==> config.mk <==
export PLATFORM = sky130hd
export DESIGN_NAME = div_result_bcd
export DESIGN_NICKNAME = d
export VERILOG_FILES = /design/src/rtl/div_result_bcd_pkg.sv /design/src/rtl/div_result_bcd_dabble_step.sv /design/src/rtl/div_result_bcd.sv
export SDC_FILE = /design/constraint.sdc
export NUM_CORES = 1
export LEC_CHECK = 0
export CORE_ASPECT_RATIO = 0.5
export CORE_UTILIZATION = 37
export CTS_CLUSTER_DIAMETER = 60
export DETAILED_ROUTE_END_ITERATION = 16
export SLEW_MARGIN = 20
export SYNTH_ARGS = -nofsm -noshare
export SYNTH_HDL_FRONTEND = slang
export SYNTH_SLANG_ARGS = --single-unit
==> constraint.sdc <==
create_clock -name clk -period 4.2 [get_ports clk]
set_clock_uncertainty 0.15 [all_clocks]
set_input_delay 0.84 -clock clk [delete_from_list [all_inputs] [get_ports clk]]
set_output_delay 0.84 -clock clk [all_outputs]
set_load 0.02 [all_outputs]
==> src/rtl/div_result_bcd_pkg.sv <==
// Shared state encoding, default sizing and elaboration helpers for the
// divider result / BCD conversion stage.
package div_bcd_pkg;

  localparam logic [1:0] ST_WAIT = 2'b00;
  localparam logic [1:0] ST_CONV = 2'b01;
  localparam logic [1:0] ST_HOLD = 2'b10;

  localparam int DEF_BITSIZE = 8;
  localparam int DEF_DIGITS  = 3;
  localparam int DEF_CNTSIZE = 4;

  // Number of decimal digits needed for the largest BITSIZE-bit value (BITSIZE < 64).
  function automatic int min_digits(input int bitsize);
    logic [63:0] max_val;
    int          digits;
    max_val = (64'd1 << bitsize) - 64'd1;
    digits  = 1;
    while (max_val >= 64'd10) begin
      max_val = max_val / 64'd10;
      digits  = digits + 1;
    end
    return digits;
  endfunction

endpackage

==> src/rtl/div_result_bcd_dabble_step.sv <==
// One double-dabble iteration: every BCD digit >= 5 gets +3 (mod 16), then
// the whole {BCD, binary} vector shifts left by one.
module bcd_dabble_step
  import div_bcd_pkg::*;
#(
  parameter int BITSIZE = DEF_BITSIZE,
  parameter int DIGITS  = DEF_DIGITS
) (
  input  logic [4*DIGITS+BITSIZE-1:0] din,
  output logic [4*DIGITS+BITSIZE-1:0] dout
);

  localparam int W = 4*DIGITS + BITSIZE;

  logic [W-1:0] adj_s;

  assign adj_s[BITSIZE-1:0] = din[BITSIZE-1:0];

  for (genvar i = 0; i < DIGITS; i++) begin : g_digit
    logic [3:0] digit_s;
    assign digit_s = din[BITSIZE+4*i +: 4];
    assign adj_s[BITSIZE+4*i +: 4] = (digit_s >= 4'd5) ? (digit_s + 4'd3) : digit_s;
  end

  assign dout = adj_s << 1'b1;

endmodule

==> src/rtl/div_result_bcd.sv <==
// Captures a completed division, converts quotient and remainder to packed BCD
// sequentially, and holds the result for a valid/ack consumer.
module div_result_bcd
  import div_bcd_pkg::*;
#(
  parameter int BITSIZE = DEF_BITSIZE,
  parameter int DIGITS  = DEF_DIGITS,
  parameter int CNTSIZE = DEF_CNTSIZE
) (
  input  logic                  clk,
  input  logic                  rst,
  input  logic                  div_idle,
  input  logic                  div_not_valid,
  input  logic [BITSIZE-1:0]    quotient,
  input  logic [BITSIZE-1:0]    remainder,
  output logic [4*DIGITS-1:0]   bcd_quot,
  output logic [4*DIGITS-1:0]   bcd_rem,
  output logic                  err,
  output logic                  out_valid,
  input  logic                  out_ack,
  output logic                  busy,
  output logic                  overrun
);

  localparam int W = 4*DIGITS + BITSIZE;
  localparam logic [CNTSIZE-1:0] CNT_LAST = CNTSIZE'(BITSIZE - 1);

  if (DIGITS < min_digits(BITSIZE)) begin : g_bad_digits
    $error("div_result_bcd: DIGITS too small for BITSIZE");
  end
  if (CNTSIZE < $clog2(BITSIZE) + 1) begin : g_bad_cntsize
    $error("div_result_bcd: CNTSIZE too small for BITSIZE");
  end

  logic [1:0]         state_r;
  logic               idle_d_r;
  logic [W-1:0]       qsh_r;
  logic [W-1:0]       rsh_r;
  logic [CNTSIZE-1:0] cnt_r;
  logic [W-1:0]       q_step_s;
  logic [W-1:0]       r_step_s;
  logic               rise_s;
  logic               capture_s;
  logic               drop_s;
  logic               last_s;

  // A completion is only accepted in WAIT, or in HOLD when the consumer acks on that edge.
  assign rise_s    = div_idle & ~idle_d_r;
  assign capture_s = rise_s & ((state_r == ST_WAIT) | ((state_r == ST_HOLD) & out_ack));
  assign drop_s    = rise_s & ~capture_s;
  assign last_s    = (cnt_r == CNT_LAST);
  assign busy      = (state_r != ST_WAIT);

  bcd_dabble_step #(.BITSIZE(BITSIZE), .DIGITS(DIGITS)) u_step_quot (
    .din  (qsh_r),
    .dout (q_step_s)
  );

  bcd_dabble_step #(.BITSIZE(BITSIZE), .DIGITS(DIGITS)) u_step_rem (
    .din  (rsh_r),
    .dout (r_step_s)
  );

  // Idle history; resets high so the post-reset idle level is not a completion.
  always_ff @(posedge clk or posedge rst) begin
    if (rst) begin
      idle_d_r <= 1'b1;
    end else begin
      idle_d_r <= div_idle;
    end
  end

  // Sticky drop flag, cleared by the next accepted completion.
  always_ff @(posedge clk or posedge rst) begin
    if (rst) begin
      overrun <= 1'b0;
    end else if (capture_s) begin
      overrun <= 1'b0;
    end else if (drop_s) begin
      overrun <= 1'b1;
    end else begin
      overrun <= overrun;
    end
  end

  // Control FSM, conversion shift registers and held result registers.
  always_ff @(posedge clk or posedge rst) begin
    if (rst) begin
      state_r   <= ST_WAIT;
      qsh_r     <= '0;
      rsh_r     <= '0;
      cnt_r     <= '0;
      bcd_quot  <= '0;
      bcd_rem   <= '0;
      err       <= 1'b0;
      out_valid <= 1'b0;
    end else if (capture_s) begin
      if (div_not_valid) begin
        bcd_quot  <= '0;
        bcd_rem   <= '0;
        err       <= 1'b1;
        out_valid <= 1'b1;
        state_r   <= ST_HOLD;
      end else begin
        qsh_r     <= {{(4*DIGITS){1'b0}}, quotient};
        rsh_r     <= {{(4*DIGITS){1'b0}}, remainder};
        cnt_r     <= '0;
        out_valid <= 1'b0;
        state_r   <= ST_CONV;
      end
    end else begin
      case (state_r)
        ST_WAIT: begin
          state_r <= ST_WAIT;
        end
        ST_CONV: begin
          qsh_r <= q_step_s;
          rsh_r <= r_step_s;
          cnt_r <= cnt_r + 1'b1;
          if (last_s) begin
            bcd_quot  <= q_step_s[W-1:BITSIZE];
            bcd_rem   <= r_step_s[W-1:BITSIZE];
            err       <= 1'b0;
            out_valid <= 1'b1;
            state_r   <= ST_HOLD;
          end
        end
        ST_HOLD: begin
          if (out_ack) begin
            out_valid <= 1'b0;
            state_r   <= ST_WAIT;
          end
        end
        default: begin
          out_valid <= 1'b0;
          state_r   <= ST_WAIT;
        end
      endcase
    end
  end

endmodule

==> results of run 1 <==
[area by class of cell]
type / count / area [um2]
Multi-Input combinational cell: 216 / 1560
Fill cell: 824 / 4600
Tap cell: 117 / 146
Clock buffer: 16 / 272
Inverter: 15 / 56.3
Sequential cell: 74 / 1850
Timing Repair Buffer: 52 / 523
[power breakdown]
group	switching (mW)	total, mW	internal, mW
Combinational	0.717	1.32	0.601
Sequential	0.195	1.15	0.958
Clock	0.271	0.704	0.433
[cell families (layout without fill, tap and decap cells)]
group	Yosys count	count (layout)	share of synthesized area [%]
XOR/XNOR	7	7	1.72
AO/OA/AOI/OAI	96	96	19.2
buffers and inverters	32	83	4.70
flip-flops	74	74	52.0
adder cells (fa/ha/maj)	13	13	4.56
AND/OR/NAND/NOR	78	78	11.5
multiplexers	22	22	6.35
[state kept, by name, indices dropped and copies added, names as in the netlist]
register and count:
err 1, state_r 2, cnt_r 4, bcd_rem 12
out_valid 1, idle_d_r 1, overrun 1, bcd_quot 12
qsh_r 20, rsh_r 20
[worst max-delay path: stages]
cell and delay (ns):
sky130_fd_sc_hd__clkdlybuf4s50_1 0.48, sky130_fd_sc_hd__nor3b_4 0.20, sky130_fd_sc_hd__nand2_4 0.25, sky130_fd_sc_hd__a21o_1 0.83, sky130_fd_sc_hd__a21bo_2 0.30
[final timing paths]
check                           start         to  slack, ns  cells past startpoint
max                          div_idle  out_valid       1.35                      5
min                         rsh_r[17]  rsh_r[17]       0.33                      2
max reg2reg                state_r[0]  out_valid       1.79                      4
min reg2reg                 rsh_r[17]  rsh_r[17]       0.33                      2
max in group asynchronous         rst   idle_d_r       2.58                      3
min in group asynchronous         rst   rsh_r[2]       0.66                      2
[through the flow]
stage	total power, mW	cells	setup WS (ns)	area, um2	utilization, %
6_report	3.18	490	1.35	4410	48.9
5_1_grt	3.40	490	1.27	4410	48.9
4_1_cts	3.20	490	1.36	4410	48.9
3_5_place_dp	2.48	474	1.01	4140	45.9
3_3_place_gp	2.42	474	1.08	4140	45.9
2_1_floorplan	2.09	322	1.33	3560	-
[synth_stat cells (all sizes together), types with 8 or more instances]
cell	instances
a21o	8
a21oi	13
a22o	18
buf	15
dfrtp	73
ha	13
inv	15
mux2i	17
nand2	36
nand2b	9
nor2	8
nor3b	9
o21ai	26
o2bb2ai	8
o31ai	8
[routing by layer]
layer	GRT usage, %	up-vias	share of wire, %	wire, um
met2	27.5	51	45	3570
met3	6.15	8	4.4	347
met1	23.0	1266	49	3910
met4	5.80	0	1.2	99
li1	-	1242	-	-
met5	0	-	0	0
==> reports/qor_table.md, run 1 <==
| Parameter | This run | Unit |
|---|---|---|
| Outcome | finished, final reports clean | - |
| Top area cells in the synthesized netlist | sky130_fd_sc_hd__dfrtp_1, sky130_fd_sc_hd__mux2i_1, sky130_fd_sc_hd__ha_1, sky130_fd_sc_hd__a22o_1, sky130_fd_sc_hd__nand2_1 | - |
| Period utilisation layout | 67.9 | % |
| Post-synth cell types | 39 | - |
| Average via count per standard cell | 5.24 | - |
| Cell Rows | 24 | - |
| Final wirelength | 7930 | um |
| Syn nets | 356 | - |
| Count of yosys warnings during synthesis | 0 | - |
| Overall overflow remaining after global route | 0 | - |
| Fraction of synthesis flops using an asynchronous set or reset pin | 100 | % |
| Max Slew Vio Count | 0 | - |
| Clock network latency to the later pin of the worst-skew pair | 0.33 | ns |
| Commonest register cell after synthesis | sky130_fd_sc_hd__dfrtp_1 | - |
| Via count of the first global-routing pass | 2605 | - |
| Type of the worst setup path | in -> reg | - |
| Share of the yosys chip area belonging to registers | 52.0 | % |
| Post-synthesis cell area | 3560 | um2 |
| Final-stage net count | 402 | - |
| Maximum buffer depth of the clock tree | 2 | - |
| Synthesis-to-finish area growth | 23.7 | % |
| Leakage power figure | 2.00 | nW |
| Setup Viol. Count Final | 0 | - |
| Synthesized area per cell | 11.1 | um2 |
| Clock tree from TritonCTS | built | - |
| I/O Pins | 49 | - |
| Post-synth top area cell | sky130_fd_sc_hd__dfrtp_1 | - |
| Antenna violations before repair | 0 | - |
| Total Neg Setup Slack | 0 | ns |
| Weighted congestion reported at the end of routability-driven placement | 0.801 | - |
| Floorplan die width | 141 | um |
| Number of CTS-inserted buffers | 9 | - |
| Worst EP required | 4.27 | ns |
| CTS clock-pin slew for the worst setup and hold paths | 0.05 | ns |
| Floorplan Core Area | 9010 | um2 |
| Starting density of the core | 39.6 | % |
| Overall routing resource usage | 17.6 | % |
| Post-detailed-route count of antenna-violating nets | 0 | - |
| # hold bufs at CTS | 0 | - |
| Most common cell after layout, fill and taps aside | sky130_fd_sc_hd__dfrtp_1 | - |
| Critical path launch point type | input pin | - |
| Largest vdd supply drop | 0.280 | mV |
| Total power per unit cell area | 721 | nW/um2 |
| Via count | 2567 | - |
| Initial detailed-routing violation count | 174 | - |
| Antenna diode instance count | 0 | - |
| Crit path arrival time | 2.92 | ns |
| Hold Violations, Final | 0 | - |
| Final HPWL from detailed placement | 5410 | um |
| Type of the most critical hold path | reg -> reg | - |
| Area of the die | 10100 | um2 |
| Maximum number of pins on one net before global-route repair | 59 | - |
| Max_cap viols | 0 | - |
| Wire length of the first global-routing pass | 13300 | um |
| Height of the die | 71.4 | um |
| Routed len/inst | 16.2 | um |
| Number of flip-flops and latches in the synthesized netlist | 74 | - |
| Worst hold slack after final layout | 0.328 | ns |
| Total iterations of the first detailed-routing run | 4 | - |
| Shortest period the worst path allows | 2.85 | ns |
| Element type at the critical path end | register | - |
| Number of flops mapped to enable cells by yosys | 0 | - |
| Post-CTS Setup Repair Bufs | 0 | - |
| Root buffer cell | sky130_fd_sc_hd__clkbuf_16 | - |
| Slew at the pin closest to its max-slew limit | 1.00 | ns |
| Fraction of synthesized cell area taken by the top area cell type | 51.2 | % |
| Count of input and output buffers | 48 | - |
| Post-cts sizing count | 0 | - |
| Gate count of the mapped netlist | 322 | - |
| CTS H-Tree Depth | 3 | - |
| Critical path fanouts, max | 27 | - |
| Maximum clock rate | 351 | MHz |
| Most frequent cells in the layout | sky130_fd_sc_hd__dfrtp_1, sky130_fd_sc_hd__clkdlybuf4s50_1, sky130_fd_sc_hd__nand2_1 | - |
| Proportion of layout cells with a drive suffix above 1 | 9.12 | % |
| Unrepaired setup endpoints after global routing | false | - |
| Drt drc | 0 | - |
| TritonCTS sink count | 74 | - |
| Worst slew margin relative to its limit | 33.3 | % |
No activity file was read; power rests on OpenSTA's default activity.
==> run 2: changes to the inputs <==
==> constraint.sdc (replaced) <==
create_clock -name clk -period 2.33 [get_ports clk]
set_clock_uncertainty 0.15 [all_clocks]
set_input_delay 0.466 -clock clk [delete_from_list [all_inputs] [get_ports clk]]
set_output_delay 0.466 -clock clk [all_outputs]
set_load 0.02 [all_outputs]
==> run 2 against run 1 <==
Sequential share of layout area decreased by 1.7 points. Hold slack got worse by 0.0011 ns. Worst setup slack got worse by 1.2 ns. Count of clock-buffer cells in the layout decreased by 6. First-iteration DRC count decreased by 17%. Combinational power increased by 92%. Via count increased by 3.5%. Non-clock buffer count increased by 13. Critical path type is now reg -> out. Largest power group unchanged. Highest routed layer unchanged.
==> reports/qor_table.md, run 2 (same netlist as run 1, synthesis figures left out) <==
| Parameter | This run | Unit | Delta |
|---|---|---|---|
| Starting density of the core | 39.6 | % | unchanged |
| Proportion of layout cells with a drive suffix above 1 | 13.5 | % | +4.4 points |
| Wire length of the first global-routing pass | 13500 | um | +1.3% |
| Via count | 2656 | - | +3.5% |
| Setup Viol. Count Final | 0 | - | unchanged |
| Area of the multi-input gates | 1560 | um2 | unchanged |
| Synthesis-to-finish area growth | 28.9 | % |  |
| Post-detailed-route count of antenna-violating nets | 0 | - | unchanged |
| Crit path arrival time | 1.60 | ns | -1.32 ns |
| Reg-to-reg slack, setup | 0.41 | ns | -1.38 ns |
| Largest stage delay on the critical path | 0.54 | ns | -0.29 ns |
| Type of the worst setup path | reg -> out | - |  |
| Floorplan die width | 141 | um | unchanged |
| Antenna violations before repair | 0 | - | unchanged |
| Floorplan Core Area | 9010 | um2 | unchanged |
| Post-cts sizing count | 0 | - | unchanged |
| Final-stage net count | 415 | - | +3.2% |
| Overall overflow remaining after global route | 0 | - | unchanged |
| Outcome | finished, final reports clean | - |  |
| Clock tree from TritonCTS | built | - |  |
| Most frequent cells in the layout | sky130_fd_sc_hd__dfrtp_1, sky130_fd_sc_hd__clkdlybuf4s50_1, sky130_fd_sc_hd__nand2_1 | - |  |
| Element type at the critical path end | output pin | - |  |
| Final instance area | 4590 | um2 | +4.2% |
| Slew at the pin closest to its max-slew limit | 0.572 | ns | -0.429 ns |
| Count of input and output buffers | 48 | - | unchanged |
| Worst slew margin relative to its limit | 61.7 | % | +28 points |
| Average via count per standard cell | 5.28 | - | +0.79% |
| Ordered list of cells on the worst path | or2_2 -> clkdlybuf4s50_1 | - |  |
| Maximum number of pins on one net before global-route repair | 75 | - | +27% |
| Via count of the first global-routing pass | 2648 | - | +1.7% |
| Crit-path slowest cell | sky130_fd_sc_hd__clkdlybuf4s50_1 | - |  |
| Worst hold slack after final layout | 0.327 | ns | -0.00107 ns |
| Cell Rows | 24 | - | unchanged |
| Type of the most critical hold path | reg -> reg | - |  |
| FILL cells | 789 | - | -4.2% |
| CTS clock-pin slew for the worst setup and hold paths | 0.06 | ns | about the same |
| Period utilisation layout | 95.3 | % |  |
| Area of all sequential standard cells | 1850 | um2 | unchanged |
| Placed cell area | 4280 | um2 | +3.4% |
| Overall routing resource usage | 17.5 | % | -0.080 points |
| Initial detailed-routing violation count | 144 | - | -17% |
| TritonCTS sink count | 74 | - | unchanged |
| Routed len/inst | 15.7 | um | -3.1% |
| Total power per unit cell area | 1320 | nW/um2 | +83% |
| Clock network latency to the later pin of the worst-skew pair | 0.33 | ns | about the same |
| CTS H-Tree Depth | 3 | - | unchanged |
| Hold Violations, Final | 0 | - | unchanged |
| Unrepaired setup endpoints after global routing | false | - |  |
| Final HPWL from detailed placement | 5630 | um | +4.0% |
| Max_cap viols | 0 | - | unchanged |
| Worst EP required | 1.71 | ns | -2.56 ns |
| Shortest period the worst path allows | 2.22 | ns |  |
| Total iterations of the first detailed-routing run | 4 | - | unchanged |
| Weighted congestion reported at the end of routability-driven placement | 0.760 | - | -5.1% |
| Leakage power figure | 2.10 | nW | +5.2% |
| Height of the die | 71.4 | um | unchanged |
| Final wirelength | 7890 | um | -0.54% |
| Number of CTS-inserted buffers | 9 | - | unchanged |
| Area of the die | 10100 | um2 | unchanged |
| Critical path launch point type | register | - |  |
| Registers with the highest flip-flop counts | qsh_r (20), rsh_r (20) | - |  |
| I/O Pins | 49 | - | unchanged |
| Maximum clock rate | 450 | MHz |  |
| Maximum buffer depth of the clock tree | 2 | - | unchanged |
| Root buffer cell | sky130_fd_sc_hd__clkbuf_16 | - |  |
| Antenna diode instance count | 0 | - | unchanged |
| Max Slew Vio Count | 0 | - | unchanged |
| # hold bufs at CTS | 0 | - | unchanged |
| Critical path fanouts, max | 6 | - | -78% |
| Post-CTS Setup Repair Bufs | 0 | - | unchanged |
| Most common cell after layout, fill and taps aside | sky130_fd_sc_hd__dfrtp_1 | - |  |
| Drt drc | 0 | - | unchanged |
| Largest vdd supply drop | 0.499 | mV | +78% |
run 2: path summary, 6_finish.rpt:
| kind | startpoint | end | cells past startpoint |
|---|---|---|---|
| setup / recovery | state_r[1] | busy | 2 |
| hold / removal | bcd_quot[7] | bcd_quot[7] | 1 |
| setup reg to reg | cnt_r[0] | bcd_quot[8] | 4 |
| hold reg to reg | bcd_quot[7] | bcd_quot[7] | 1 |
| max in group asynchronous | rst | idle_d_r | 3 |
| min in group asynchronous | rst | qsh_r[3] | 3 |
run 2: metal layers:
metal / GRT usage, % / part of all wire [%] / vias to the layer above / wire length, um
li1: - / - / 1279 / -
met1: 23.8 / 49 / 1322 / 3870
met2: 27.4 / 46 / 51 / 3630
met3: 5.28 / 4.3 / 4 / 342
met4: 4.71 / 0.52 / 0 / 41
met5: 0 / 0 / - / 0
run 2: worst max-delay path, delay by kind of cell, from the launching register on:
family,cells,cell delay [ns]
buffers and inverters,1,0.54
AND/OR/NAND/NOR,1,0.31
flip-flops,1,0.42
run 2: cell type report:
class / instances / share of cell area (%)
Inverter: 15 / 1.31
Timing Repair Buffer: 65 / 14.3
Sequential cell: 74 / 40.3
Tap cell: 117 / 3.19
Clock inverter: 6 / 1.74
Clock buffer: 10 / 5.20
Multi-Input combinational cell: 216 / 33.9
run 2: power breakdown:
group / switching (mW) / leakage, nW / internal, mW
combinational: 1.34 / 0.956 / 1.19
clock: 0.519 / 0.162 / 0.958
sequential: 0.335 / 0.983 / 1.73
run 2: stage by stage:
step           util [%]  power (mW)  setup TNS, ns  cells  setup WS [ns]
6_report           51.0        6.07              0    503          0.110
5_1_grt            51.0        6.50              0    503         0.0521
4_1_cts            51.0        6.14              0    503         0.0861
3_5_place_dp       47.5        4.62         -0.421    487        -0.0731
3_3_place_gp       47.5        4.52         -0.260    487        -0.0630
2_1_floorplan         -        3.76              0    322          0.605
